===== config.mk =====
export PLATFORM = sky130hd
export DESIGN_NAME = upsampler_iq_stream
export DESIGN_NICKNAME = d
export VERILOG_FILES = /design/src/rtl/upsampler_iq_stream.sv
export SDC_FILE = /design/constraint.sdc
export NUM_CORES = 1
export LEC_CHECK = 0
export ABC_AREA = 0
export BUFFER_PORTS_ARGS = -buffer_cell sky130_fd_sc_hd__buf_2
export CORE_MARGIN = 2
export CORE_UTILIZATION = 50
export DETAILED_ROUTE_END_ITERATION = 10
export PLACE_DENSITY = 0.72
export SLEW_MARGIN = 20
export SYNTH_ARGS = -nofsm -noshare
export SYNTH_HDL_FRONTEND = slang
export SYNTH_SLANG_ARGS = --single-unit

===== constraint.sdc =====
create_clock -name clk -period 4.65 [get_ports clk]
set_clock_uncertainty 0.05 [all_clocks]
set_input_delay 0.2325 -clock clk [delete_from_list [all_inputs] [get_ports clk]]
set_output_delay 0.2325 -clock clk [all_outputs]
set_load 0.02 [all_outputs]

===== src/rtl/upsampler_iq_stream.sv =====
// Two-channel (I/Q) symbol upsampler between the QAM mapper and the pulse-shaping FIR.
// Each accepted symbol is expanded into r_eff output samples: the symbol itself on
// phase 0, then zeros (mode 0) or repeats of the symbol (mode 1). The rate and mode
// are latched at each symbol start. valid/ready on both sides, one-symbol input buffer.
// Optional: define UPSAMPLER_IQ_UNDERRUN_EN to add the underrun pulse and a
// saturating underrun counter.
module upsampler_iq_stream #(
  parameter int DATA_W   = 4,
  parameter int MAX_RATE = 16,
  parameter int RATE_W   = 5
) (
  input  logic              clk,
  input  logic              rst,
  input  logic [RATE_W-1:0] rate,
  input  logic              mode,
  input  logic              in_valid,
  output logic              in_ready,
  input  logic [DATA_W-1:0] in_i,
  input  logic [DATA_W-1:0] in_q,
  output logic              out_valid,
  input  logic              out_ready,
  output logic [DATA_W-1:0] out_i,
  output logic [DATA_W-1:0] out_q,
  output logic              out_first
`ifdef UPSAMPLER_IQ_UNDERRUN_EN
  ,
  output logic              underrun,
  output logic [15:0]       underrun_cnt
`endif
);

  localparam logic [RATE_W-1:0] RATE_ONE = RATE_W'(1);
  localparam logic [RATE_W-1:0] RATE_MAX = RATE_W'(MAX_RATE);

  logic              buf_valid;
  logic [DATA_W-1:0] buf_i;
  logic [DATA_W-1:0] buf_q;
  logic [RATE_W-1:0] phase;
  logic [RATE_W-1:0] cur_rate;
  logic              cur_mode;
  logic [DATA_W-1:0] hold_i;
  logic [DATA_W-1:0] hold_q;

  logic              load;
  logic              at_start;
  logic              consume;
  logic              last_phase;
  logic [RATE_W-1:0] r_eff;

  // Handshake qualifiers and the clamped rate request
  always_comb begin
    load       = !out_valid || out_ready;
    at_start   = (phase == '0);
    consume    = load && at_start && buf_valid;
    in_ready   = rst && (!buf_valid || consume);
    last_phase = (phase == cur_rate - RATE_ONE);
    r_eff      = rate;
    if (rate == '0) begin
      r_eff = RATE_ONE;
    end else if (rate > RATE_MAX) begin
      r_eff = RATE_MAX;
    end
  end

  // One-symbol input buffer; a write wins over a same-cycle consume
  always_ff @(posedge clk) begin
    if (!rst) begin
      buf_valid <= 1'b0;
      buf_i     <= '0;
      buf_q     <= '0;
    end else if (in_valid && in_ready) begin
      buf_valid <= 1'b1;
      buf_i     <= in_i;
      buf_q     <= in_q;
    end else if (consume) begin
      buf_valid <= 1'b0;
    end
  end

  // Output register and phase counter, advanced only when the output can load
  always_ff @(posedge clk) begin
    if (!rst) begin
      out_valid <= 1'b0;
      out_first <= 1'b0;
      out_i     <= '0;
      out_q     <= '0;
      phase     <= '0;
      cur_rate  <= RATE_ONE;
      cur_mode  <= 1'b0;
      hold_i    <= '0;
      hold_q    <= '0;
    end else if (load) begin
      if (at_start) begin
        if (buf_valid) begin
          out_valid <= 1'b1;
          out_first <= 1'b1;
          out_i     <= buf_i;
          out_q     <= buf_q;
          hold_i    <= buf_i;
          hold_q    <= buf_q;
          cur_rate  <= r_eff;
          cur_mode  <= mode;
          phase     <= (r_eff == RATE_ONE) ? '0 : RATE_ONE;
        end else begin
          out_valid <= 1'b0;
          out_first <= 1'b0;
        end
      end else begin
        out_valid <= 1'b1;
        out_first <= 1'b0;
        out_i     <= cur_mode ? hold_i : '0;
        out_q     <= cur_mode ? hold_q : '0;
        phase     <= last_phase ? '0 : phase + RATE_ONE;
      end
    end
  end

`ifdef UPSAMPLER_IQ_UNDERRUN_EN
  logic seen_symbol;

  // Flag and count symbol starts that find the buffer empty once traffic has begun
  always_ff @(posedge clk) begin
    if (!rst) begin
      seen_symbol  <= 1'b0;
      underrun     <= 1'b0;
      underrun_cnt <= '0;
    end else begin
      underrun <= 1'b0;
      if (consume) begin
        seen_symbol <= 1'b1;
      end
      if (load && at_start && !buf_valid && seen_symbol) begin
        underrun <= 1'b1;
        if (underrun_cnt != '1) begin
          underrun_cnt <= underrun_cnt + 16'd1;
        end
      end
    end
  end
`endif

endmodule


==> results of run 1 <==
## sequential cells by signal, summed over array words and instances (netlist names)
register   flops
out_q          4
buf_valid      1
phase          5
hold_q         4
out_i          4
buf_q          4
cur_mode       1
buf_i          4
hold_i         4
out_first      1
cur_rate       5
out_valid      1
## worst max-delay path: cells and delay by family (launching register included)
kind	cells	cell delay, ns
buf+inv	2	0.25
flops	1	0.36
simple gates	2	0.67
compound gates	1	0.20
fa+ha+maj	1	0.15
## cells in the mapped netlist (2+ instances only)
cell      count
nand4_1       3
nand3_2       3
o21ai_2       8
nor3_1        4
o21ai_0       2
a31oi_1       8
xnor2_1       4
inv_1        21
o221a_2       8
nor2_1        4
xor2_1        2
ha_1          3
buf_2         6
nand3b_1      4
a21boi_0     15
a21oi_1      10
clkbuf_1      7
nand3_1      17
nor2b_1       2
nand2_1      27
dfxtp_1      38
## power groups by stage
stage / sequential, mW / clock (mW) / combinational (mW)
2_1_floorplan: 0.424 / 0 / 0.184
3_3_place_gp: 0.405 / 0 / 0.267
3_5_place_dp: 0.406 / 0 / 0.269
4_1_cts: 0.398 / 0.240 / 0.270
5_1_grt: 0.403 / 0.255 / 0.296
6_report: 0.398 / 0.231 / 0.267
## routing by layer
layer / wire length [um] / up-vias / share of wire (%) / global-route usage [%]
met4: 45 / 0 / 1.3 / 5.99
met2: 1690 / 23 / 48 / 33.1
met5: 0 / - / 0 / 0
li1: - / 792 / - / -
met3: 123 / 5 / 3.5 / 4.69
met1: 1660 / 719 / 47 / 22.3
## metrics by stage
| stage | power [mW] | std cells |
|---|---|---|
| 2_1_floorplan | 0.608 | 215 |
| 3_3_place_gp | 0.672 | 277 |
| 3_5_place_dp | 0.675 | 277 |
| 4_1_cts | 0.908 | 285 |
| 5_1_grt | 0.954 | 285 |
| 6_report | 0.897 | 285 |
## final timing paths
check / end / slack, ns / cells past startpoint
worst max-delay path: in_ready / 2.45 / 6
worst min-delay path: buf_i[1] / 0.14 / 3
worst max register to register: cur_rate[2] / 2.45 / 6
worst min register to register: out_first / 0.41 / 2
## cell type report
class | instances | area [um^2]
Inverter | 21 | 78.8
Timing Repair Buffer | 30 | 155
Sequential cell | 38 | 761
Multi-Input combinational cell | 140 | 945
Fill cell | 365 | 1540
Clock buffer | 7 | 86.3
Clock inverter | 1 | 5.00
Tap cell | 48 | 60.1
## kinds of logic after synthesis
logic type               Yosys count
AND/OR/NAND/NOR                   71
AO/OA/AOI/OAI                     60
flip-flops                        38
buffers and inverters             37
XOR/XNOR                           6
adder cells (fa/ha/maj)            3
==> parameters.txt, run 1 <==
Parameter                              Value

Placement
  Global placer's final weighted congestion    0.725
  Pre-CTS setup slack    2.50 ns
  Area after detailed placement    2000 um^2
  Number of input and output port buffers inserted    28
  DP HPWL    2.44 mm

Synthesis
  Compound-Gate Fraction of Synth Area    25.0%
  Syn avg cell area    8.67 um^2
  Yosys warning count    0
  Post-synthesis cell type count    40
  Synth Instances    215
  Area share of and/or/nand/nor cells after synthesis    20.8%
  Seq cells post-synth    38
  Share of synthesized cell area in full adder, half adder and majority cells    2.01%
  Portion of the post-synthesis area used by sequential elements    40.8%
  Multiplexer share of the synthesized area    0%
  Proportion of synthesized flip-flops having asynchronous set or reset    0%
  Synthesized-area fraction occupied by xor and xnor cells    2.82%
  Area fraction of the dominant cell type after synthesis    40.8%
  Cells taking the most area after synthesis    dfxtp_1 41%, a21boi_0 6.0%, nand2_1 5.4%
  Post-Synthesis Cell Area    1860 um^2
  Post-synth EDFFs    0
  Largest family of logic cells by synthesized area    compound AO/OA/AOI/OAI gates
  Cell type contributing the most total cell area after synthesis    dfxtp_1
  Most used flip-flop cell after synthesis    dfxtp_1
  Net count of the mapped netlist    236

Die
  Die height    65.1 um
  Die span in x    65.1 um
  Starting density of the core    51.3%
  Total core area    3630 um^2
  Die area    4230 um^2
  Number of primary I/O pins    29
  Core Rows    22

Timing
  Transition time at the pin with the least slew margin    0.743 ns
  Final hold violations    0
  Worst-case headroom to the max-slew limit    50.4%
  Number of max-slew violations in the final report    0
  Setup TNS    0 ns
  Post-route fraction of the period consumed by the critical path    47.2%
  Setup repair after global routing missed its margin    no
  Final critical path time including I/O delays and setup    2.20 ns
  Worst Hold Margin    0.136 ns
  Crit path setup slack, layout    2.45 ns
  Max frequency    456 MHz
  Number of failing setup endpoints in the final timing report    0

Global route
  Via count of the first global-routing pass    1459
  Wire length of the first global-routing pass    6.30 mm
  Residual overflow from global routing    0
  Largest net degree at the start of global routing    46
  Initial antenna violation count    0
  Overall fraction of global-route tracks in use    18.8%

Cells and area
  Fraction of layout instances using a drive strength above 1    26.6%
  Net count, final    257
  N_diodes    0
  Most common cell after layout, fill and taps aside    dfxtp_1
  P&R area growth vs syn    12.1%
  Final core utilization    57.5%
  Final design instance area without fill    2090 um^2
  Highest-count cells in the layout ignoring fill and taps    38 x dfxtp_1, 28 x buf_2, 27 x nand2_1

CTS
  Clock tree root driver cell    clkbuf_8
  Number of buffers inserted to repair setup after CTS    0
  TritonCTS clock tree    yes
  Max Root-Sink Buffers    2
  Cts hold-fix bufs    0
  Total of cells resized after clock tree synthesis    0
  Source-to-sink clock delay at the later pin of the worst-skew pair    0.29 ns
  Number of levels the H-tree was split into    2
  Clock slew at reported path FFs    0.07 ns
  Number of buffers inserted during clock tree synthesis    5
  Number of sinks on the clock net    38

Power
  Sw power    302 uW
  Part of the power in combinational logic    29.8%
  Power Dens Cells    429 nW/um^2
  P_int    595 uW
  Sequential fraction of design power    44.4%
  Switching part of the total    33.7%
  Static Leak    0.864 nW
  Clock share of power    25.8%
  Max rail drop VDD    0.219 mV

Setup path
  Setup crit start    phase[0]
  Crit-path cells    inv_1 -> ha_1 -> or4b_4 -> o21ai_4 -> and2_2 -> buf_2
  Nature of the critical path startpoint    register
  Worst endpoint data arrival time    1.91 ns
  Maximum fanout encountered on the critical timing path    5
  Launch point of the worst reg-to-reg path    phase[0]
  CP Data Required Time    4.37 ns
  Cell with the largest stage delay on the worst path    or4b_4
  Stage delay of the slowest cell on the critical path    0.51 ns
  Critical path capture point type    output pin
  Start-to-end type of the worst setup path    register to output pin

Detailed routing
  Routed WL    3.52 mm
  Number of nets with antenna violations after detailed routing    0
  Vias    1539
  Number of vias per cell    5.40
  WL/cell    12.4 um
  1st-iter DRT viols    64
  Count of unresolved DRC violations after routing    0
  Initial DRT Pass Iterations    4

Hold path
  Hold WC Path Type    input port to register
  Startpoint of the most critical hold path    in_i[1]

Flow run
  Max-cap violation count    0

Status
  Outcome    complete, no violations
Note: power is estimated with default switching activity, not from simulation.
==> run 2, diff against run 1 <==
--- a/config.mk
+++ b/config.mk
@@ -10,7 +10,7 @@
 export CORE_MARGIN = 2
 export CORE_UTILIZATION = 50
 export DETAILED_ROUTE_END_ITERATION = 10
-export PLACE_DENSITY = 0.72
+export PLACE_DENSITY = 0.74
 export SLEW_MARGIN = 20
 export SYNTH_ARGS = -nofsm -noshare
 export SYNTH_HDL_FRONTEND = slang
==> constraint.sdc (replaced) <==
create_clock -name clk -period 1.9 [get_ports clk]
set_clock_uncertainty 0.05 [all_clocks]
set_input_delay 0.095 -clock clk [delete_from_list [all_inputs] [get_ports clk]]
set_output_delay 0.095 -clock clk [all_outputs]
set_load 0.02 [all_outputs]
==> parameters.txt, run 2 (same netlist as run 1, synthesis figures left out) <==
Parameter                              Value

Status
  Outcome    finished with violations
  Violations in the final reports    negative setup slack

Setup path
  Cell count along the critical path    6 (unchanged)
  Number of cells on the worst reg-to-reg path    7 (+1)
  Flop2flop setup slack    0.05 ns (-2.40 ns)
  Nature of the critical path startpoint    register
  Launch point of the worst reg-to-reg path    phase[0]
  Top cell family by delay on the critical path    simple AND/OR/NAND/NOR gates
  Maximum fanout encountered on the critical timing path    3 (-2)
  Start-to-end type of the worst setup path    register to output pin
  CP Data Required Time    1.75 ns (-2.62 ns)
  Critical path capture point type    output pin
  Setup crit start    phase[0]
  Endpoint of the worst-slack reg-to-reg timing path    out_i[1]
  Crit-path cells    inv_2 -> ha_4 -> or4b_4 -> o21ai_4 -> and2_4 -> buf_6
  Worst endpoint data arrival time    1.79 ns (-0.12 ns)
  Stage delay of the slowest cell on the critical path    0.49 ns (-0.02 ns)
  Cell with the largest stage delay on the worst path    or4b_4
  Termination of the worst setup path    in_ready
  Number of buffer and inverter instances along the worst setup path    2 (unchanged)

Timing
  Post-route fraction of the period consumed by the critical path    102%
  Worst-case headroom to the max-slew limit    62.0% (+12 points)
  Setup TNS    -0.0307 ns (-0.0307 ns)
  Number of max-slew violations in the final report    0 (unchanged)
  Crit path setup slack, layout    -0.0307 ns (-2.49 ns)
  Max frequency    518 MHz
  Transition time at the pin with the least slew margin    0.569 ns (-0.174 ns)
  Final hold violations    0 (unchanged)
  Number of failing setup endpoints in the final timing report    1 (+1)
  Final critical path time including I/O delays and setup    1.93 ns
  Setup repair after global routing missed its margin    yes

Cells and area
  Most common cell after layout, fill and taps aside    dfxtp_1
  Highest-count cells in the layout ignoring fill and taps    36 x dfxtp_1, 27 x nand2_1, 27 x buf_2
  Area taken by flip-flops and latches    763 um^2 (+0.33%)
  Number of inserted filler cells in the final layout    331 (-9.3%)
  P&R area growth vs syn    25.2%
  Top flop regs    cur_rate: 5 flops, phase: 5 flops
  Fraction of layout instances using a drive strength above 1    35.4% (+8.8 points)
  Multi-input gate area in the final layout    968 um^2 (+2.5%)
  N_diodes    0 (unchanged)
  Net count, final    283 (+10%)

Hold path
  Worst hold stages    3 (unchanged)
  Hold WC Path Type    input port to register

Detailed routing
  Routed WL    3.78 mm (+7.2%)
  Number of vias per cell    5.21 (-3.5%)
  Number of nets with antenna violations after detailed routing    0 (unchanged)
  Vias    1621 (+5.3%)
  WL/cell    12.1 um (-1.8%)
  1st-iter DRT viols    58 (-9.4%)
  Count of unresolved DRC violations after routing    0 (unchanged)
  Initial DRT Pass Iterations    4 (unchanged)

CTS
  Clock slew at reported path FFs    0.07 ns (about the same)
  Clock tree root driver cell    clkbuf_8
  Source-to-sink clock delay at the later pin of the worst-skew pair    0.29 ns (about the same)
  Number of levels the H-tree was split into    2 (unchanged)
  TritonCTS clock tree    yes
  Number of sinks on the clock net    38 (unchanged)
  Number of buffers inserted during clock tree synthesis    5 (unchanged)
  Max Root-Sink Buffers    2 (unchanged)

Die
  Number of primary I/O pins    29 (unchanged)
  Core Rows    22 (unchanged)
  Total core area    3630 um^2 (unchanged)
  Starting density of the core    51.3% (unchanged)
  Die height    65.1 um (unchanged)
  Die area    4230 um^2 (unchanged)
  Die span in x    65.1 um (unchanged)

Global route
  Largest net degree at the start of global routing    27 (-41%)
  Overall fraction of global-route tracks in use    20.0% (+1.2 points)
  Initial antenna violation count    0 (unchanged)
  Wire length of the first global-routing pass    6.56 mm (+4.1%)
  Via count of the first global-routing pass    1537 (+5.3%)
  Residual overflow from global routing    0 (unchanged)

Power
  Power Dens Cells    1020 nW/um^2 (+140%)
  Max rail drop VDD    0.511 mV (+130%)
  Static Leak    0.999 nW (+16%)

Placement
  Number of input and output port buffers inserted    28 (unchanged)
  Pre-CTS setup slack    0.0234 ns (-2.48 ns)
  Global placer's final weighted congestion    0.816 (+13%)
  DP HPWL    2.71 mm (+11%)

Flow run
  Max-cap violation count    0 (unchanged)
==> run 2: area by class of cell <==
| cell class | instances | area share [%] |
|---|---|---|
| tap | 48 | 2.57 |
| timing repair buffer | 56 | 15.9 |
| clock buffer | 7 | 3.70 |
| inverter | 21 | 3.38 |
| clock inverter | 1 | 0.214 |
| sequential | 38 | 32.7 |
| multi-input combinational | 140 | 41.5 |
==> run 2: routing by layer <==
layer  track usage [%]  wire length, um  vias to the layer above
li1                  -                -                      845
met1              23.0             1740                      750
met2              36.3             1890                       23
met3              5.38              120                        3
met4              5.21               23                        0
met5                 0                0                        -
==> run 2: what timing repair did <==
item,4_1_cts,5_1_grt
hold buffers,3,0
resized for setup,9,5
setup endpoints to repair,2,18
setup buffers,5,3
pin swaps,2,2
endpoints found under the hold margin,3,0
cloned,0,0
==> run 2: how the worst min path moves through the flow <==
stage,from,end,slack (ns)
6_report,in_q[1],buf_q[1],0.004
5_1_grt,in_q[1],buf_q[1],0.006
4_1_cts,in_q[1],buf_q[1],0.002
3_5_place_dp,in_i[2],buf_i[2],0.30
3_3_place_gp,in_i[1],buf_i[1],0.29
2_1_floorplan,rate[4],cur_rate[0],0.18
==> run 2: where the power goes <==
part / switching, mW / total [mW] / internal (mW)
Sequential: 0.0716 / 0.970 / 0.898
Combinational: 0.446 / 0.846 / 0.400
Clock: 0.271 / 0.564 / 0.293
==> run 2: worst register-to-register path, stage by stage, from the launching register on <==
cell and delay (ns):
dfxtp_2 0.33, inv_2 0.07, ha_4 0.12, or4b_4 0.49, buf_4 0.17, nor2_2 0.15
nor2_4 0.09, o221a_2 0.27
==> run 2: per-stage QoR <==
stage / std cells / power (mW) / hold WS (ns) / utilization, % / area, um^2
after CTS: 308 / 2.36 / 0.00233 / 63.1 / 2290
final: 311 / 2.38 / 0.00450 / 64.2 / 2330
after global placement: 292 / 1.72 / 0.291 / 58.1 / 2110
after global routing: 311 / 2.53 / 0.00608 / 64.2 / 2330
after detailed placement: 292 / 1.73 / 0.305 / 58.1 / 2110
after floorplan: 215 / 1.49 / 0.180 / - / 1860
